### src/rtl/ln_pkg.sv
// Shared constants and state encoding for the iterative natural-log unit.
package ln_pkg;

  localparam int IN_W  = 8;
  localparam int OUT_W = 10;
  localparam int FRAC  = 6;
  localparam int LN2_Q = 44;
  localparam int C2_Q  = 20;

  typedef enum logic [2:0] {
    IDLE = 3'd0,
    NORM = 3'd1,
    SQ   = 3'd2,
    ACC  = 3'd3,
    DONE = 3'd4
  } ln_state_t;

endpackage

### src/rtl/ln_poly.sv
// Combinational ACC-stage arithmetic: k*ln2 + F - round(C2*F^2), all in Q.6 LSBs.
module ln_poly
  import ln_pkg::*;
(
  input  logic [FRAC-1:0]  i_f,
  input  logic [11:0]      i_p,
  input  logic [3:0]       i_k,
  output logic [OUT_W-1:0] o_data
);

  logic [17:0]      w_pc2;
  logic [OUT_W-1:0] w_q;
  logic [OUT_W-1:0] w_k10;
  logic [OUT_W-1:0] w_kln2;

  // p*20 as p*16 + p*4, plus half an output LSB (2048 of 4096) for round-half-up
  assign w_pc2  = ({6'd0, i_p} << 4) + ({6'd0, i_p} << 2) + 18'd2048;
  assign w_q    = OUT_W'(w_pc2 >> 12);

  // k*44 as k*32 + k*8 + k*4; two's-complement wrap at OUT_W keeps the sign right
  assign w_k10  = {{(OUT_W-4){i_k[3]}}, i_k};
  assign w_kln2 = (w_k10 << 5) + (w_k10 << 3) + (w_k10 << 2);

  assign o_data = w_kln2 + {{(OUT_W-FRAC){1'b0}}, i_f} - w_q;

endmodule

### src/rtl/ln_unit.sv
// Iterative ln(x) for unsigned Q2.6 input, signed Q3.6 output, valid/ready on both sides.
module ln_unit
  import ln_pkg::*;
(
  input  logic             clk,
  input  logic             rst,
  input  logic             in_valid,
  output logic             in_ready,
  input  logic [IN_W-1:0]  in_data,
  output logic             out_valid,
  input  logic             out_ready,
  output logic [OUT_W-1:0] out_data,
  output logic             out_zero
);

  ln_state_t        r_state;
  logic [IN_W-1:0]  r_m;
  logic [3:0]       r_k;
  logic [11:0]      r_p;
  logic             r_in_ready;
  logic             r_out_valid;
  logic [OUT_W-1:0] r_out_data;
  logic             r_out_zero;
  logic [11:0]      w_f12;
  logic [OUT_W-1:0] w_poly;

  // Once normalised, m is 64..127, so its low six bits are the fraction F
  assign w_f12 = {6'd0, r_m[FRAC-1:0]};

  ln_poly u_poly (
    .i_f    (r_m[FRAC-1:0]),
    .i_p    (r_p),
    .i_k    (r_k),
    .o_data (w_poly)
  );

  // Control FSM, normaliser datapath and registered handshake outputs
  always_ff @(posedge clk) begin
    if (rst) begin
      r_state     <= IDLE;
      r_m         <= 8'd0;
      r_k         <= 4'd0;
      r_p         <= 12'd0;
      r_in_ready  <= 1'b1;
      r_out_valid <= 1'b0;
      r_out_data  <= 10'd0;
      r_out_zero  <= 1'b0;
    end else begin
      case (r_state)
        IDLE: begin
          if (in_valid && r_in_ready) begin
            r_m        <= in_data;
            r_k        <= 4'd0;
            r_out_zero <= 1'b0;
            r_in_ready <= 1'b0;
            r_state    <= NORM;
          end else begin
            r_in_ready <= 1'b1;
          end
        end
        NORM: begin
          if (r_m == 8'd0) begin
            r_out_data  <= 10'h200;
            r_out_zero  <= 1'b1;
            r_out_valid <= 1'b1;
            r_state     <= DONE;
          end else if (r_m[7]) begin
            r_m <= {1'b0, r_m[7:1]};
            r_k <= r_k + 4'd1;
          end else if (!r_m[6]) begin
            r_m <= {r_m[6:0], 1'b0};
            r_k <= r_k - 4'd1;
          end else begin
            r_state <= SQ;
          end
        end
        SQ: begin
          r_p     <= w_f12 * w_f12;
          r_state <= ACC;
        end
        ACC: begin
          r_out_data  <= w_poly;
          r_out_valid <= 1'b1;
          r_state     <= DONE;
        end
        DONE: begin
          if (out_ready) begin
            r_out_valid <= 1'b0;
            r_in_ready  <= 1'b1;
            r_state     <= IDLE;
          end else begin
            r_out_valid <= 1'b1;
          end
        end
        default: begin
          r_out_valid <= 1'b0;
          r_in_ready  <= 1'b1;
          r_state     <= IDLE;
        end
      endcase
    end
  end

  assign in_ready  = r_in_ready;
  assign out_valid = r_out_valid;
  assign out_data  = r_out_data;
  assign out_zero  = r_out_zero;

endmodule

### config.mk
export PLATFORM = sky130hd
export DESIGN_NAME = ln_unit
export DESIGN_NICKNAME = d
export VERILOG_FILES = /design/src/rtl/ln_pkg.sv /design/src/rtl/ln_poly.sv /design/src/rtl/ln_unit.sv
export SDC_FILE = /design/constraint.sdc
export NUM_CORES = 1
export LEC_CHECK = 0
export CAP_MARGIN = 10
export CORE_MARGIN = 2
export CORE_UTILIZATION = 55
export CTS_BUF_LIST = sky130_fd_sc_hd__clkbuf_4 sky130_fd_sc_hd__clkbuf_8
export DETAILED_ROUTE_END_ITERATION = 12
export PLACE_DENSITY = 0.73
export RECOVER_POWER = 100
export SYNTH_ARGS = -nofsm -noshare
export SYNTH_HDL_FRONTEND = slang
export SYNTH_SLANG_ARGS = --single-unit
### constraint.sdc
create_clock -name clk -period 7.95 [get_ports clk]
set_input_delay 1.59 -clock clk [delete_from_list [all_inputs] [get_ports clk]]
set_output_delay 1.59 -clock clk [all_outputs]
set_load 0.02 [all_outputs]
==> key figures <==
Die
  – Core ar.: approximately 5900 sq um
  – Site Rows: 28
  – Die width: a little over 80 um
  – Initial Utilization: 0.569
  – # IOs: 25
  – Die Ht: 82.3 um
  – Die area: 6770 sq um

GRT
  – Largest net degree at the start of global routing: 46
  – Initial antenna violation count: 0
  – Vias in the first global route: ~2600
  – GRT overflow: 0
  – First-pass GRT wire length: ~12 mm
  – All-layer global routing usage: 0.223

Worst setup path
  – Crit Path Category: reg2reg
  – Worst-path fanout max: 4
  – CP arrival: around 5.2 ns
  – Critical Path RT: 8.14 ns
  – Startpoint Class: flop
  – Crit. End Element: flop

STA
  – Fin Clk Skew: 0.00640 ns
  – Final min period: about 5.0 ns
  – Total negative slack: 0 ns
  – Fin. Hold Viols: 0
  – Final-report setup violation count: 0
  – Hold Worst Slack: 0.457 ns
  – Count of pins over their slew limit: 46
  – Max Freq: 0.201 GHz
  – Tcrit/Tclk final: 0.625
  – PnR worst setup slack: 2.99 ns
  – RSZ-0062 raised after global routing: false
  – Worst Tran Pin Value: between 1.5 and 2 ns
  – Slew margin rel.: -0.300

Power
  – Switching share of power: 0.476
  – Portion of total power attributed to combinational logic: 0.681
  – VDD IR max: 248 uV
  – Pwr Density: about 400 nW/um^2
  – Clock power share: 0.097
  – Leakage: between 0.0015 and 0.002 uW
  – Sequential power share: 0.222
  – Total Power: roughly 1500 uW
  – Switching power: slightly below 700 uW
  – P_int: approximately 760 uW

Synth
  – Simple-gate share of the synthesized area: 0.178
  – Net Count, Synth: roughly 470
  – Post-Syn Area: ~3400 sq um
  – Synth area leader: dfxtp_1
  – Number of synthesized flops with an enable pin: 0
  – Main combinational cell family by area after synthesis: adder cells
  – Top FF cell, synth: dfxtp_1
  – Fraction of registers with async set/reset: 0
  – Synth Area in Adders: 0.270
  – Post-synthesis mux area share: 0.00928
  – Synth Area in XOR/XNOR: 0.0568
  – Top cell type's share of synthesized area: 0.232
  – Seq cells post-synth: 39
  – Sequential area share after synthesis: 0.232
  – Top cells by area, synth: dfxtp_1 23%, ha_1 16%, fa_1 11%, a21oi_1 5.1%, nand2_1 4.8%
  – Mean Syn Cell Area: around 8.5 sq um
  – Synth Warn #: 0
  – Gate Count Post-Synth: slightly below 400
  – Post-synthesis compound-gate area fraction: 0.177
  – Netlist cell types: 57

Route
  – Vias/cell: about 5.7
  – Routed WL: between 6 and 7 mm
  – DR DRC count: 0
  – DR vias: about 2700
  – DR pass1 iterations: 4
  – Post-route ant nets: 0
  – Drt wl/cell: about 14 um
  – Initial DRC count: 119

Placed design
  – Place WS: between 3 and 4 ns
  – Detailed Place HPWL: slightly above 5 mm
  – IO buf count: 24
  – Routability cong.: 0.785
  – Placed insts: roughly 470

Clock network
  – Total CTS buffers: 5
  – Maximum clock insertion buffer count: 2
  – PostCTS Resize Cnt: 0
  – Clock Latency Late Sink: approximately 0.29 ns
  – Post CTS Setup Buffer Count: 0
  – Clock sink count: 39
  – Hold Buf Count CTS: 0
  – CTS tree: done
  – Htree depth: 2
  – Clock Tree Root: clkbuf_8
  – Clock transition at path regs: roughly 0.080 ns

Status
  – Violated checks: max-capacitance violations, max-slew violations
  – Status: finished, violations left

Hold path
  – Worst min-delay path class: reg2reg

Cells and area
  – Nets@finish: 480
  – Fin cells: 482
  – Area delta synth->final: 9.02%
  – ANT cells: 0
  – Layout cells sized above 1: 0.0418

Job
  – Max-cap viol count: 1
## stage by stage
step | instance area, sq um | utilization
floorplan | 3370 | -
global placement | 3600 | 0.609
detailed placement | 3600 | 0.609
finish | 3670 | 0.620
CTS | 3690 | 0.624
global route | 3670 | 0.620
## sequential cells by signal (all words and copies together) (netlist names)
register,count
out_zero,1
r_m,8
r_p,11
out_data,10
in_ready,1
r_state,3
out_valid,1
r_k,4
## power groups by stage
| stage | registers (uW) | clock network (uW) | logic, uW |
|---|---|---|---|
| floorplan | 280 | 0 | 839 |
| global placement | 327 | 0 | 964 |
| CTS | 323 | 144 | 1010 |
| global route | 336 | 152 | 1170 |
| detailed placement | 328 | 0 | 984 |
| finish | 322 | 141 | 988 |
## worst paths after layout
check | from | endpoint | slack [ns] | depth (start not counted)
setup / recovery | r_p[4] | out_data[9] | 2.99 | 22
hold / removal | out_zero | out_zero | 0.46 | 2
setup reg to reg | r_p[4] | out_data[9] | 2.99 | 22
hold reg to reg | out_zero | out_zero | 0.46 | 2
## Yosys cell counts (4+ instances only)
master,count
buf_2,5
xnor2_1,13
dfxtp_1,39
a21oi_1,34
a221o_1,4
nand3b_1,4
o211ai_1,7
clkbuf_1,15
nand3_1,9
o21ai_0,15
fa_1,18
a21o_1,4
inv_1,39
nand2_1,43
a22oi_1,4
nor2_1,26
and2_1,6
xor2_1,7
nor3_1,6
ha_1,44
## worst max-delay path, cell delays in order, from the launching register on
cell      delay [ns]
dfxtp_1         0.33
ha_1            0.31
a211oi_1        0.25
o221ai_1        0.23
a21oi_1         0.22
xnor2_1         0.08
ha_1            0.25
o211ai_1        0.18
o221ai_1        0.16
xor2_1          0.18
fa_1            0.48
inv_1           0.05
fa_1            0.45
ha_1            0.30
ha_1            0.17
inv_1           0.06
fa_1            0.40
nor2b_1         0.12
o21ai_0         0.10
a21oi_1         0.19
o21a_1          0.14
o21ai_0         0.06
and3b_1         0.16
## metal layers
metal	global-route usage	up-vias	share of wire
met4	0.0683	0	0.016
met3	0.0413	10	0.033
met5	0	-	0
met1	0.283	1292	0.47
li1	-	1386	-
met2	0.382	49	0.48
## logic make-up after synthesis
kind of cell / count (synthesis)
AOI/OAI and AO/OA: 91
DFF: 39
adders and majority gates: 62
buffers and inverters: 62
other: 1
muxes: 3
xor gates and xnor gates: 21
and+or+nand+nor: 118
## final cells by class
type	count	area (sq um)
Sequential cell	39	781
Multi-Input combinational cell	296	2320
Fill cell	538	2250
Tap cell	75	93.8
Clock buffer	7	83.8
Inverter	39	146
Clock inverter	1	5.00
Timing Repair Buffer	25	244
## cell usage in the layout (no fill, tap or decap), types with 3 or more instances in the layout
cell             netlist  final
a22oi_1                4      4
and2_1                 6      6
inv_1                 39     39
clkdlybuf4s50_1        0     10
nand2_1               43     43
xor2_1                 7      7
o21a_1                 3      3
ha_1                  44     44
nand3b_1               4      4
dlygate4sd3_1          0     14
a221o_1                4      4
dfxtp_1               39     39
clkbuf_8               0      5
o211ai_1               7      7
a21o_1                 4      4
a21oi_1               34     35
and3b_1                3      3
o21bai_1               3      3
nor2_1                26     26
o21ai_0               15     15
nand3_1                9      9
nand2b_1               3      3
xnor2_1               13     13
nor3_1                 6      6
fa_1                  18     18
Note: power is estimated with default switching activity, not from simulation.
